## src/rtl/inert_intf_gen_if.sv

```systemverilog
// SPI command channel between the sensor sequencer and an external 16-bit SPI master.
// The sequencer drives wrt/cmd for one cycle; the master returns done with the read byte.
interface inert_intf_gen_if;
   logic        wrt;
   logic [15:0] cmd;
   logic        done;
   logic [7:0]  rd_data;

   modport master (output wrt, cmd, input done, rd_data);
   modport slave  (input wrt, cmd, output done, rd_data);
endinterface

```

## src/rtl/inert_intf_gen.sv

```systemverilog
// Sensor sequencer: power-up wait, init writes, then one byte-by-byte sample-set read per data-ready.
// wrt/cmd are decoded from registered state in the same cycle as done; one SPI op in flight, no backpressure.
module inert_intf_gen #(
   parameter int                      NUM_INIT  = 4,
   parameter logic [16*NUM_INIT-1:0]  INIT_CMDS = {16'h1460, 16'h1150, 16'h1053, 16'h0D02},
   parameter int                      NUM_WORDS = 2,
   parameter logic [16*NUM_WORDS-1:0] RD_ADDRS  = {8'hAD, 8'hAC, 8'hA3, 8'hA2},
   parameter int                      PWRUP_W   = 16,
   parameter int                      GAP_W     = 10
) (
   input  logic                     clk,
   input  logic                     rst,
   input  logic                     INT,
   input  logic                     reinit,
   inert_intf_gen_if.master         spi,
   output logic [16*NUM_WORDS-1:0]  data,
   output logic                     vld,
   output logic                     init_done,
   output logic                     ovr
);

   typedef enum logic [1:0] {PWRUP, INIT, WAIT, READ} state_t;

   localparam int         LAST   = 2*NUM_WORDS-1;
   localparam logic [2:0] LAST_B = 3'(LAST);
   localparam logic [3:0] NUM_I  = 4'(NUM_INIT);

   state_t                  state, state_nxt;
   logic [PWRUP_W-1:0]      timer;
   logic [3:0]              init_idx;
   logic [2:0]              byte_idx, byte_nxt;
   logic [16*NUM_WORDS-1:0] shadow;
   logic                    int_ff1, int_s, int_s_d;
   logic                    reinit_pend;
   logic                    pwr_hit, gap_hit, last_byte, go_init;
   logic                    wrt;
   logic [15:0]             cmd;

   assign pwr_hit   = &timer;
   assign gap_hit   = &timer[GAP_W-1:0];
   assign byte_nxt  = byte_idx + 3'd1;
   assign last_byte = (byte_idx == LAST_B);
   assign go_init   = reinit | reinit_pend;

   assign spi.wrt = wrt;
   assign spi.cmd = cmd;

   always_comb begin
      state_nxt = state;
      wrt       = 1'b0;
      cmd       = 16'h0000;
      case (state)
         PWRUP: begin
            if (pwr_hit) begin
               wrt       = 1'b1;
               cmd       = INIT_CMDS[15:0];
               state_nxt = INIT;
            end
         end
         INIT: begin
            if (gap_hit) begin
               if (init_idx < NUM_I) begin
                  wrt = 1'b1;
                  cmd = INIT_CMDS[16*init_idx +: 16];
               end else begin
                  state_nxt = WAIT;
               end
            end
         end
         WAIT: begin
            if (reinit) begin
               state_nxt = INIT;
            end else if (int_s) begin
               wrt       = 1'b1;
               cmd       = {RD_ADDRS[7:0], 8'h00};
               state_nxt = READ;
            end
         end
         READ: begin
            if (spi.done) begin
               if (!last_byte) begin
                  wrt = 1'b1;
                  cmd = {RD_ADDRS[8*byte_nxt +: 8], 8'h00};
               end else begin
                  state_nxt = go_init ? INIT : WAIT;
               end
            end
         end
         default: ;
      endcase
   end

   always_ff @(posedge clk) begin
      if (rst) begin
         state       <= PWRUP;
         timer       <= '0;
         init_idx    <= '0;
         byte_idx    <= '0;
         shadow      <= '0;
         data        <= '0;
         vld         <= 1'b0;
         init_done   <= 1'b0;
         ovr         <= 1'b0;
         reinit_pend <= 1'b0;
         int_ff1     <= 1'b0;
         int_s       <= 1'b0;
         int_s_d     <= 1'b0;
      end else begin
         int_ff1 <= INT;
         int_s   <= int_ff1;
         int_s_d <= int_s;
         state   <= state_nxt;
         vld     <= 1'b0;

         // Every SPI start and every state change restarts the gap/power-up count.
         if (wrt || (state_nxt != state)) timer <= '0;
         else                             timer <= timer + 1'b1;

         case (state)
            PWRUP: begin
               if (pwr_hit) init_idx <= 4'd1;
            end
            INIT: begin
               if (gap_hit) begin
                  if (init_idx < NUM_I) init_idx  <= init_idx + 4'd1;
                  else                  init_done <= 1'b1;
               end
            end
            WAIT: begin
               if (reinit) begin
                  init_done <= 1'b0;
                  init_idx  <= '0;
                  ovr       <= 1'b0;
               end else if (int_s) begin
                  byte_idx <= '0;
               end
            end
            READ: begin
               if (int_s && !int_s_d) ovr <= 1'b1;
               if (reinit) reinit_pend <= 1'b1;
               if (spi.done) begin
                  shadow[8*byte_idx +: 8] <= spi.rd_data;
                  if (last_byte) begin
                     // The final byte bypasses the shadow so the whole set lands at once.
                     data        <= {spi.rd_data, shadow[8*LAST-1:0]};
                     vld         <= 1'b1;
                     reinit_pend <= 1'b0;
                     if (go_init) begin
                        init_done <= 1'b0;
                        init_idx  <= '0;
                        ovr       <= 1'b0;
                     end
                  end else begin
                     byte_idx <= byte_nxt;
                  end
               end
            end
            default: ;
         endcase
      end
   end

endmodule

```

## src/flat_wrapper.sv

```systemverilog
// flat-port wrapper written by rule: the top's interface ports become plain ports
module inert_intf_gen_flat 
#(
   parameter int                      NUM_INIT  = 4,
   parameter logic [16*NUM_INIT-1:0]  INIT_CMDS = {16'h1460, 16'h1150, 16'h1053, 16'h0D02},
   parameter int                      NUM_WORDS = 2,
   parameter logic [16*NUM_WORDS-1:0] RD_ADDRS  = {8'hAD, 8'hAC, 8'hA3, 8'hA2},
   parameter int                      PWRUP_W   = 16,
   parameter int                      GAP_W     = 10
)
  (clk, rst, INT, reinit, data, vld, init_done, ovr, spi_wrt, spi_cmd, spi_done, spi_rd_data);
  inert_intf_gen_if spi_i ();
  input  logic clk;
  input  logic rst;
  input  logic INT;
  input  logic reinit;
  output logic [16*NUM_WORDS-1:0] data;
  output logic vld;
  output logic init_done;
  output logic ovr;
  output wire logic [$bits(spi_i.wrt)-1:0] spi_wrt;
  output wire logic [$bits(spi_i.cmd)-1:0] spi_cmd;
  input wire logic [$bits(spi_i.done)-1:0] spi_done;
  input wire logic [$bits(spi_i.rd_data)-1:0] spi_rd_data;
  assign spi_wrt = spi_i.wrt;
  assign spi_cmd = spi_i.cmd;
  assign spi_i.done = spi_done;
  assign spi_i.rd_data = spi_rd_data;
  inert_intf_gen #(.NUM_INIT(NUM_INIT), .INIT_CMDS(INIT_CMDS), .NUM_WORDS(NUM_WORDS), .RD_ADDRS(RD_ADDRS), .PWRUP_W(PWRUP_W), .GAP_W(GAP_W)) u_core (.clk(clk), .rst(rst), .INT(INT), .reinit(reinit), .spi(spi_i), .data(data), .vld(vld), .init_done(init_done), .ovr(ovr));
endmodule
```

## config.mk

```make
export PLATFORM = sky130hd
export DESIGN_NAME = inert_intf_gen_flat
export DESIGN_NICKNAME = d
export VERILOG_FILES = /design/src/rtl/inert_intf_gen_if.sv /design/src/rtl/inert_intf_gen.sv /design/src/flat_wrapper.sv
export SDC_FILE = /design/constraint.sdc
export NUM_CORES = 1
export LEC_CHECK = 0
export ABC_AREA = 1
export ABC_CLOCK_PERIOD_IN_PS = 4000
export BUFFER_PORTS_ARGS = -buffer_cell sky130_fd_sc_hd__clkbuf_2
export CAP_MARGIN = 15
export CORE_MARGIN = 8
export CORE_UTILIZATION = 40
export CTS_CLUSTER_DIAMETER = 30
export CTS_CLUSTER_SIZE = 25
export DETAILED_ROUTE_END_ITERATION = 16
export SYNTH_ARGS = -nofsm -noshare
export SYNTH_HDL_FRONTEND = slang
export SYNTH_SLANG_ARGS = --single-unit
```

## constraint.sdc

```tcl
create_clock -name clk -period 4 [get_ports clk]
set_input_delay 0.4 -clock clk [delete_from_list [all_inputs] [get_ports clk]]
set_output_delay 0.4 -clock clk [all_outputs]
set_load 0.02 [all_outputs]
```

Word level (Yosys, flattened, before mapping)
Cells that the tools add are included.
- bitwise logic cells: 3
- mux-type cells: 55
- reductions and logical operators: 16
- $lt $le $gt $ge: 1
- multipliers: 0
- divide/modulo/power cells: 0
- shift operators: 4
- eq/ne operators: 16
- add/sub/neg operators: 4
- operators with widths (kind ; number):
    16-bit 2-to-1 mux ; 6
    16-bit case mux with 4 select lines ; 1
    64-bit by 9-bit indexed part select with 16-bit output, first input constant ; 1
    6-bit negation with 34-bit output ; 1
    8-bit by 34-bit variable shift with 32-bit output, first input constant ; 1
    8-bit by 34-bit indexed part select with 32-bit output ; 1
    32-bit bitwise mux ; 1
    32-bit by 7-bit indexed part select with 8-bit output, first input constant ; 1
    4-bit 2-to-1 mux ; 7
    1-bit 2-to-1 mux ; 21
    16-bit by 1-bit adder with 16-bit output, second input constant ; 1
    2-bit 2-to-1 mux ; 8
    4-bit case mux with 4 select lines ; 1
    16-bit AND reduction ; 1
    7-bit AND reduction ; 2
    12-bit 2-to-1 mux ; 1
    3-bit 2-to-1 mux ; 4
    2-bit by 1-bit inequality test with 1-bit output, second input constant ; 6
    2-bit inequality test, second input constant ; 5
    10-bit AND reduction ; 1
    2-bit case mux with 4 select lines ; 1
    3-bit case mux with 2 select lines ; 1
    5-bit AND reduction ; 1
    4-bit by 1-bit adder with 4-bit output, second input constant ; 1
    21 further kinds ; 24
- memories kept: 0
- latch bits: 0
- RAM bits: 0
- ROM bits: 0
- register bits: 96
- word-level logic and storage cells: 112
- output and inout bits: 52

Logic depth before layout (Yosys ltp)
Gate-level depths: netlist of run 1.
- depth after elaboration: 8
- depth in mapped cells: 10
- gate-level depth less buffers: 10

Worst setup path before layout of run 1
OpenSTA, ideal clock, no wires.
- path kind: register to output
- start: register u_core.timer[0]
- end: output port spi_cmd[0]
- setup slack: 1.792 ns
- buffers on the path: 0
- arrival: 1.808 ns
- stages on the path, launching flop included: 8
- path through: dfxtp_1 -> ha_1 -> nand3_1 -> nor2_2 -> nand2_2 -> nor2_4 -> inv_1 -> nor4_1
- cells in the longest elaborated chain, start to end: 3
- ends and longest elaborated chain (element ; line ; source):
    from (decl) ; inert_intf_gen.sv:29 ; logic [PWRUP_W-1:0] timer;
    from (signal assigned) ; inert_intf_gen.sv:117 ; else timer <= timer + 1'b1;
    10-bit AND reduction ; inert_intf_gen.sv:40 ; assign gap_hit = &timer[GAP_W-1:0];
    16-bit 2-to-1 mux ; inert_intf_gen.sv:61 ; if (gap_hit) begin
    16-bit case mux with 4 select lines ; inert_intf_gen.sv:52 ; case (state)
    to (decl) ; flat_wrapper.sv:22 ; output wire logic [$bits(spi_i.cmd)-1:0] spi_cmd;
Every way passes these cells.

Final worst setup path of run 1
- start: register u_core.timer[0]
- end: output port spi_cmd[8]
- cells in the longest elaborated chain, start to end: 3
- elaborated cells on any way between the ends: 5
- classes of those cells: mux: 3; reduce/logical: 2
- ends and longest elaborated chain (element ; line):
    16-bit AND reduction / 10-bit AND reduction (equally long branches) ; inert_intf_gen.sv:39, inert_intf_gen.sv:40
    12-bit 2-to-1 mux / 16-bit 2-to-1 mux (equally long branches) ; inert_intf_gen.sv:54, inert_intf_gen.sv:61
    16-bit case mux with 4 select lines (*) ; inert_intf_gen.sv:52
Every way passes the cells marked *; elsewhere a longest branch is shown, timed or not.

==> flow_metrics.py, run 1 <==
metrics = {
    "logic_synthesis": {
        "seq_area_frac_synth_pct": 46.36,
        "ys_ff_latch": 88,
        "synth-edff-count": 0,
        "ys.flop_type": "dfxtp_1",
        "syn_inst": 494,
        "yosysWarningCount": 0,
        "ys_types": 35,
        "synthArstFlopShare_pct": 0,
        "avgSynthCellArea_um2": 7.692,
        "netlist_area_mm2": 0.003800,
        "synthTopCellsByCount": "88 x dfxtp_1, 69 x nand2_1, 64 x nor2_1",
        "yosysMostFrequentCell": "dfxtp_1",
        "yosysTopAreaCell": "dfxtp_1",
        "synthTopCellsByArea": "dfxtp_1 46%, nand2_1 6.8%, nand3_1 6.3%, nor2_1 6.3%, inv_1 6.0%",
        "synth_top_area_share_pct": 46.36,
    },
    "timing": {
        "clock.fmax_mhz": 392.8,
        "final.period_utilization_pct": 63.65,
        "layout_min_cycle_time_ns": 2.546,
        "worst_pin_slew_ns": 0.5648,
        "hold_violations": 0,
        "rsz0062_at_grt": "no",
        "slew_headroom_pct": 62.30,
        "finalSetupViolCount": 0,
        "fin_skew_ns": 0.01312,
        "drv_slew": 0,
        "fin_tns_setup_ns": 0,
    },
    "grt": {
        "gr-total-overflow": 0,
        "track_usage_pct": 13.71,
        "antenna_found_initial": 0,
        "grt_pass1_wl_um": 14590,
        "grt_max_degree": 41,
        "grt_pass1_vias": 3060,
    },
    "power_and_ir_drop": {
        "powerDensity_mw_per_mm2": 351.8,
        "ir_drop_v": 0.0001806,
        "leakage_nw": 1.962,
    },
    "finish": {
        "fill_cells": 930,
        "drive_gt1_share_pct": 19.53,
        "num_antenna_cells": 0,
        "fin_area_mm2": 0.004377,
        "area_growth_pct": 15.18,
        "finalNetCount": 567,
    },
    "cts": {
        "postCtsSetupRepairBufs": 0,
        "clock_latency_ns": 0.36,
        "clk_pin_slew_ns": 0.09,
        "cts.repair.resized": 0,
        "cts_root_buffer": "clkbuf_8",
        "cts_max_level": 3,
        "cts_sinks": 88,
        "hold_buffers": 0,
        "clockBufferDepth": 2,
        "cts_buffers": 9,
        "tritoncts": "built",
    },
    "floorplanning": {
        "chipHeight_um": 113.5,
        "rows": 35,
        "num_io_pins": 65,
        "initial_utilization_pct": 41.12,
        "die_area_mm2": 0.01287,
        "die_w_um": 113.5,
        "core_area_mm2": 0.009240,
    },
    "drt": {
        "drt_iter0_drc": 135,
        "drt-total-wl_um": 8656,
        "drcViolationCount": 0,
        "vias": 3223,
        "ant_nets": 0,
        "first_pass_iters": 4,
        "via_per_inst": 4.726,
        "wl_per_cell_um": 12.69,
    },
    "worst_setup_path": {
        "crit_path_end_kind": "output port",
        "start_kind": "flop",
        "worstPathMaxFanout": 6,
        "required_ns": 3.60,
        "path_class": "flop to output port",
        "arrival_ns": 2.15,
        "r2r_slack_ns": 1.56,
    },
    "run_status": {
        "status": "finished clean",
    },
    "run": {
        "cap_violations": 0,
    },
    "place": {
        "hpwl_um": 6462,
        "io_buffers": 60,
        "place.gp.congestion": 0.8250,
        "place_area_mm2": 0.004150,
    },
    "hold_path": {
        "hold_class": "input port to flop",
    },
}
-- flip-flops by register name, indices dropped and copies added, names as in the netlist --
name                cells
u_core.state            2
u_core.shadow          24
u_core.int_ff1          1
u_core.reinit_pend      1
u_core.int_s            1
u_core.init_idx         4
u_core.timer           16
u_core.ovr              1
u_core.data            32
u_core.byte_idx         3
u_core.int_s_d          1
u_core.init_done        1
u_core.vld              1
-- cell type report --
cell class / count / area, um2 / share of cell area, %
clock buffer: 9 / 123.9 / 2.830
clock inverter: 7 / 75.07 / 1.715
inverter: 62 / 237.7 / 5.432
multi-input combinational: 323 / 1667 / 38.08
sequential: 88 / 1762 / 40.25
tap: 129 / 161.4 / 3.688
timing repair buffer: 64 / 350.3 / 8.005
-- through the flow --
stage | hold WS (ns) | power, mW | cells | utilization (%) | worst slack (ns)
2_1_floorplan | 0.3883 | 0.9321 | 497 | - | 1.792
3_3_place_gp | 0.4022 | 0.9462 | 665 | 44.92 | 1.734
3_5_place_dp | 0.4069 | 0.9464 | 665 | 44.92 | 1.606
4_1_cts | 0.2192 | 1.553 | 681 | 47.07 | 1.421
5_1_grt | 0.2318 | 1.603 | 682 | 47.37 | 1.266
6_report | 0.2293 | 1.540 | 682 | 47.37 | 1.454
-- metal layers --
layer	part of all wire, %	up-vias	track usage, %
met2	46	65	22.25
met3	5.3	5	3.117
met4	0.61	0	3.996
met5	0	-	0
li1	-	1676	-
met1	48	1477	17.71
-- worst max-delay path, stage by stage, from the launching register on --
cell and delay (ns):
dfxtp_1 0.36, ha_1 0.21, nand3_1 0.14, nor2_2 0.27
nand2_2 0.14, nor2_4 0.13, inv_1 0.09, o221ai_1 0.21
clkbuf_2 0.23
-- logic make-up (layout without fill, tap and decap cells) --
logic type | count (synthesis) | count (layout) | synth area share, %
and+or+nand+nor | 217 | 217 | 27.07
DFF | 88 | 88 | 46.36
buffers and inverters | 86 | 142 | 10.08
AOI/OAI and AO/OA | 83 | 83 | 11.43
xor gates and xnor gates | 13 | 13 | 2.996
adders and majority gates | 6 | 6 | 1.976
other | 1 | 4 | 0.09869
-- power by group --
group	total [mW]	internal, mW	switching, mW
Combinational	0.0471	0.0141	0.0330
Clock	0.611	0.247	0.363
Sequential	0.882	0.879	0.00273
-- placed cells by master (no fill, tap or decap) --
cell type,n
nand3_2,2
xor2_1,5
conb_1,4
clkinvlp_4,1
o31ai_1,1
nand2_4,2
inv_1,61
ha_1,6
inv_6,2
nor2_4,3
o21ai_2,1
inv_8,3
and2_0,1
a31oi_1,1
o221ai_1,1
nand2_2,3
dfxtp_1,88
a21oi_1,28
nor2_1,64
nand3_1,48
buf_4,3
buf_16,1
nor3_1,3
o21ai_0,45
xnor2_1,8
clkinv_8,1
nor3_4,2
clkbuf_8,9
nor2_2,12
a211oi_1,3
nor4_1,1
or2_2,1
nand2_1,69
clkbuf_2,60
o21ai_1,3
nand4_4,1
nand4_1,5
clkinv_4,1
-- final timing paths --
kind,start,end,cells after the start
worst min-delay path,INT,u_core.int_ff1$_SDFF_PP0_,3
worst max register to register,u_core.byte_idx[0]$_SDFFE_PP0P_,u_core.data[19]$_SDFFE_PP0P_,9
worst max-delay path,u_core.timer[0]$_SDFF_PP0_,spi_cmd[8],8
worst min register to register,u_core.int_ff1$_SDFF_PP0_,u_core.int_s$_SDFF_PP0_,2
Power figures use the tool's default switching activity.
==> run 2: changes to the inputs <==
ABC_CLOCK_PERIOD_IN_PS = 2500   (was 4000)
clock period = 2.5 ns   (was 4 ns; I/O delays follow)
==> run 2 against run 1 <==
Against the previous run:
- worst setup slack worse by 1.3 ns
- utilization decreased by 0.26 points
- count of clock-buffer cells in the layout unchanged
- sequential share of layout area is 0.22 points higher
- global-route usage increased by 0.25 points
- largest cell class unchanged
- sequential power rose by 60%
- non-clock buffer count down 1
- routed wire length is essentially flat
- combinational power rose by 47%
==> flow_metrics.py, run 2 (synthesis results as in run 1) <==
metrics = {
    "run_status": {
        "status": "finished clean",
    },
    "drt": {
        "first_pass_iters": 4,
        "via_per_inst": 4.718,
        "vias": 3213,
        "drcViolationCount": 0,
        "ant_nets": 0,
        "wl_per_cell_um": 12.72,
        "drt_iter0_drc": 117,
        "drt-total-wl_um": 8663,
    },
    "cts": {
        "postCtsSetupRepairBufs": 0,
        "clk_pin_slew_ns": 0.09,
        "clockBufferDepth": 2,
        "cts.repair.resized": 1,
        "cts_root_buffer": "clkbuf_8",
        "cts_buffers": 9,
        "clock_latency_ns": 0.36,
        "tritoncts": "built",
        "cts_sinks": 88,
        "hold_buffers": 0,
        "cts_max_level": 3,
    },
    "finish": {
        "area_growth_pct": 14.55,
        "final_common_cell": "dfxtp_1",
        "num_antenna_cells": 0,
        "largest_reg_flops": 32,
        "multi_input_area_mm2": 0.001678,
        "top_regs": "u_core.data: 32 flops, u_core.shadow: 24 flops, u_core.timer: 16 flops",
        "fill_cells": 970,
        "layout_common_cells": "88 x dfxtp_1, 69 x nand2_1, 64 x nor2_1, 61 x inv_1, 60 x clkbuf_2",
        "seqCellArea_mm2": 0.001762,
        "finalNonFillerCells": 681,
        "fin_area_mm2": 0.004353,
        "finalNetCount": 566,
        "regMostFlops": "u_core.data",
        "drive_gt1_share_pct": 19.57,
    },
    "floorplanning": {
        "chipHeight_um": 113.5,
        "core_area_mm2": 0.009240,
        "num_io_pins": 65,
        "die_area_mm2": 0.01287,
        "die_w_um": 113.5,
        "rows": 35,
        "initial_utilization_pct": 41.12,
    },
    "hold_path": {
        "min_path_cells": 3,
        "hold_path_end": "u_core.int_ff1$_SDFF_PP0_",
        "min_from": "INT",
        "hold_class": "input port to flop",
    },
    "timing": {
        "hold_violations": 0,
        "fin_tns_setup_ns": 0,
        "fin_skew_ns": 0.009095,
        "drv_slew": 0,
        "layout_min_cycle_time_ns": 2.332,
        "final.period_utilization_pct": 93.27,
        "finalSetupViolCount": 0,
        "rsz0062_at_grt": "no",
        "clock.fmax_mhz": 428.8,
        "fin_hold_ws_ns": 0.06840,
        "worst_pin_slew_ns": 0.5877,
        "slew_headroom_pct": 60.78,
    },
    "grt": {
        "gr-usage-met1_pct": 17.47,
        "track_usage_pct": 13.96,
        "antenna_found_initial": 0,
        "gr-usage-met3_pct": 2.905,
        "gr-total-overflow": 0,
        "grt_pass1_wl_um": 14700,
        "grt_pass1_vias": 3138,
        "grt_busiest_layer": "met2",
        "grt_max_degree": 57,
        "use_met2_pct": 22.72,
    },
    "worst_setup_path": {
        "r2r-start": "u_core.byte_idx[0]$_SDFFE_PP0P_",
        "rr_worst_depth": 8,
        "path_class": "flop to output port",
        "required_ns": 2.25,
        "crit_path_end_kind": "output port",
        "worstPathMaxFanout": 6,
        "arrival_ns": 2.08,
        "r2r_slack_ns": 0.35,
        "start_kind": "flop",
        "timing.rr.end": "u_core.shadow[2]$_SDFFE_PP0P_",
    },
    "place": {
        "place.gp.congestion": 0.8242,
        "hpwl_um": 6381,
        "place_area_mm2": 0.004150,
        "io_buffers": 60,
        "dp_cells": 665,
    },
    "power_and_ir_drop": {
        "leakage_nw": 1.950,
        "powerDensity_mw_per_mm2": 559.6,
        "ir_drop_v": 0.0002743,
    },
    "run": {
        "cap_violations": 0,
    },
}
run 2: changes by cell type in the layout (fill, tap and decap cells not counted):
cell	before	now
nor2_2	12	11
nor2_4	3	4
buf_16	1	0
o221ai_2	0	1
clkinv_8	1	0
inv_6	2	3
o221ai_1	1	0
run 2: worst max-delay path: stages, from the launching register on:
cell and delay [ns]:
dfxtp_1 0.37, ha_1 0.21, nand3_1 0.16, nor2_4 0.20
nand2_2 0.12, nor2_4 0.15, inv_1 0.11, nor4_1 0.20
clkbuf_2 0.22
run 2: metal layers:
layer  part of all wire, %  vias up
met3                   3.6       11
met2                    47       45
met4                   1.4        0
met5                     0        -
met1                    48     1475
li1                      -     1682
run 2: cell type report:
cell class | instances | area share (%)
flip-flops and latches | 88 | 40.47
multi-input cells | 323 | 38.55
repair buffers | 63 | 7.416
inverters | 62 | 5.461
well taps | 129 | 3.708
clock buffers | 9 | 2.846
clock inverters | 7 | 1.552
run 2: per-stage QoR:
step	total power, mW	worst slack (ns)	util (%)
3_3_place_gp	1.513	0.4574	44.92
3_5_place_dp	1.513	0.3759	44.92
6_report	2.436	0.1682	47.11
2_1_floorplan	1.491	0.4422	-
5_1_grt	2.540	0.02267	47.11
4_1_cts	2.482	0.05432	47.04
run 2: worst max path at each step:
stage,endpoint,startpoint,cells after the start
3_5_place_dp,u_core.shadow[1]$_SDFFE_PP0P_,u_core.byte_idx[0]$_SDFFE_PP0P_,8
2_1_floorplan,spi_cmd[0],u_core.timer[0]$_SDFF_PP0_,7
6_report,spi_cmd[0],u_core.timer[0]$_SDFF_PP0_,8
5_1_grt,spi_cmd[0],u_core.timer[0]$_SDFF_PP0_,8
3_3_place_gp,spi_cmd[8],u_core.timer[0]$_SDFF_PP0_,8
4_1_cts,spi_cmd[8],u_core.timer[0]$_SDFF_PP0_,8
run 2: power breakdown:
| part | switching [mW] | internal, mW |
|---|---|---|
| sequential | 0.00405 | 1.41 |
| clock | 0.565 | 0.391 |
| combinational | 0.0522 | 0.0170 |
==> run 3: changes to the inputs <==
ABC_CLOCK_PERIOD_IN_PS = 2850   (was 2500)
RECOVER_POWER = 100   (was unset)
clock period = 2.85 ns   (was 2.5 ns; I/O delays follow)
==> run 3 against run 2 <==
Against the previous run:
- routed wire length down 0.97%
- non-clock buffer count unchanged
- sequential share of layout area up 0.95 points
- via count down 0.78%
- die area unchanged
==> flow_metrics.py, run 3 (synthesis results as in run 1) <==
metrics = {
    "floorplanning": {
        "chipHeight_um": 113.5,
        "core_area_mm2": 0.009240,
        "die_area_mm2": 0.01287,
        "num_io_pins": 65,
        "rows": 35,
        "initial_utilization_pct": 41.12,
        "die_w_um": 113.5,
    },
    "cts": {
        "cts_max_level": 3,
        "cts.repair.resized": 0,
        "tritoncts": "built",
        "hold_buffers": 0,
        "cts_sinks": 88,
        "clockBufferDepth": 2,
        "postCtsSetupRepairBufs": 0,
        "clock_latency_ns": 0.37,
        "clk_pin_slew_ns": 0.09,
        "cts_buffers": 9,
        "cts_root_buffer": "clkbuf_8",
    },
    "timing": {
        "rsz0062_at_grt": "no",
        "slew_headroom_pct": 43.87,
        "finalSetupViolCount": 0,
        "layout_min_cycle_time_ns": 2.492,
        "worst_pin_slew_ns": 0.8396,
        "drv_slew": 0,
        "hold_violations": 0,
        "clock.fmax_mhz": 401.2,
        "fin_ws_ns": 0.3575,
        "fin_skew_ns": 0.007640,
        "final.period_utilization_pct": 87.45,
        "fin_tns_setup_ns": 0,
    },
    "run": {
        "cap_violations": 0,
    },
    "power_and_ir_drop": {
        "powerDensity_mw_per_mm2": 505.0,
        "power_mw": 2.148,
        "ir_drop_v": 0.0002168,
        "leakage_nw": 1.762,
    },
    "drt": {
        "wl_per_cell_um": 12.60,
        "first_pass_iters": 4,
        "drcViolationCount": 0,
        "via_per_inst": 4.681,
        "vias": 3188,
        "drt_iter0_drc": 150,
        "drt-total-wl_um": 8579,
        "ant_nets": 0,
    },
    "worst_setup_path": {
        "path_delay_family": "simple AND/OR/NAND/NOR gates",
        "path_class": "flop to output port",
        "crit_path_end_kind": "output port",
        "critPathBufInv": 2,
        "start_kind": "flop",
        "worstPathMaxFanout": 6,
        "crit_chain": "ha_1, nand3_1, nor2_2, nand2_1, nor2_4, inv_1, nor4_1, clkbuf_2",
        "required_ns": 2.57,
        "arrival_ns": 2.21,
        "slowest_delay_ns": 0.36,
        "cpMaxStageDelayCell": "dfxtp_1",
    },
    "place": {
        "place.gp.congestion": 0.8693,
        "hpwl_um": 6258,
        "preCtsSetupSlack_ns": 0.7720,
        "place_area_mm2": 0.004150,
        "io_buffers": 60,
    },
    "finish": {
        "final_common_cell": "dfxtp_1",
        "fin_area_mm2": 0.004253,
        "multi_input_area_mm2": 0.001633,
        "drive_gt1_share_pct": 9.964,
        "fill_cells": 989,
        "postLayoutCoreUtil_pct": 46.03,
        "finalNetCount": 566,
        "seqCellArea_mm2": 0.001762,
        "top_regs": "u_core.data: 32 flops, u_core.shadow: 24 flops, u_core.timer: 16 flops",
        "layout_common_cells": "88 x dfxtp_1, 70 x nand2_1, 64 x nor2_1, 61 x inv_1, 50 x nand3_1",
        "area_growth_pct": 11.92,
        "largest_reg_flops": 32,
        "num_antenna_cells": 0,
        "regMostFlops": "u_core.data",
    },
    "grt": {
        "track_usage_pct": 13.55,
        "gr-total-overflow": 0,
        "grt_pass1_vias": 3059,
        "antenna_found_initial": 0,
        "grt_pass1_wl_um": 14290,
        "grt_max_degree": 57,
    },
    "run_status": {
        "status": "finished clean",
    },
    "hold_path": {
        "hold_class": "input port to flop",
    },
}
run 3: worst register-to-register path: cells and delay by family, from the launching register on:
family	cells	cell delay, ns
simple gates	3	0.81
fa+ha+maj	2	0.49
compound gates	1	0.45
flops	1	0.39
buf+inv	2	0.17
run 3: routing by layer:
metal | global-route usage [%] | up-vias | wire length [um]
li1 | - | 1681 | -
met1 | 17.04 | 1437 | 4162
met2 | 21.18 | 55 | 3876
met3 | 3.381 | 15 | 369
met4 | 6.572 | 0 | 171
met5 | 0 | - | 0
run 3: path summary, 6_finish.rpt:
kind         cells after the start                             from                       endpoint  slack, ns
min reg2reg                      2        u_core.int_ff1$_SDFF_PP0_        u_core.int_s$_SDFF_PP0_       0.41
min                              3                              INT      u_core.int_ff1$_SDFF_PP0_        0.1
max reg2reg                      8  u_core.byte_idx[0]$_SDFFE_PP0P_  u_core.shadow[8]$_SDFFE_PP0P_       0.45
max                              8       u_core.timer[0]$_SDFF_PP0_                     spi_cmd[0]       0.36
run 3: layout make-up:
type                    count  share of cell area, %
clock inverters             7                  1.765
inverters                  62                  5.590
repair buffers             63                  6.119
flip-flops and latches     88                  41.42
multi-input cells         323                  38.39
well taps                 129                  3.795
clock buffers               9                  2.913
run 3: power breakdown:
| group | internal (mW) | total, mW | switching [mW] |
|---|---|---|---|
| sequential | 1.23 | 1.24 | 0.00348 |
| combinational | 0.0146 | 0.0599 | 0.0454 |
| clock | 0.345 | 0.850 | 0.506 |
run 3: per-stage QoR:
stage	hold slack [ns]	std cells
4_1_cts	0.07684	681
2_1_floorplan	0.3635	497
3_3_place_gp	0.3931	665
3_5_place_dp	0.3960	665
6_report	0.09554	681
5_1_grt	0.09223	681
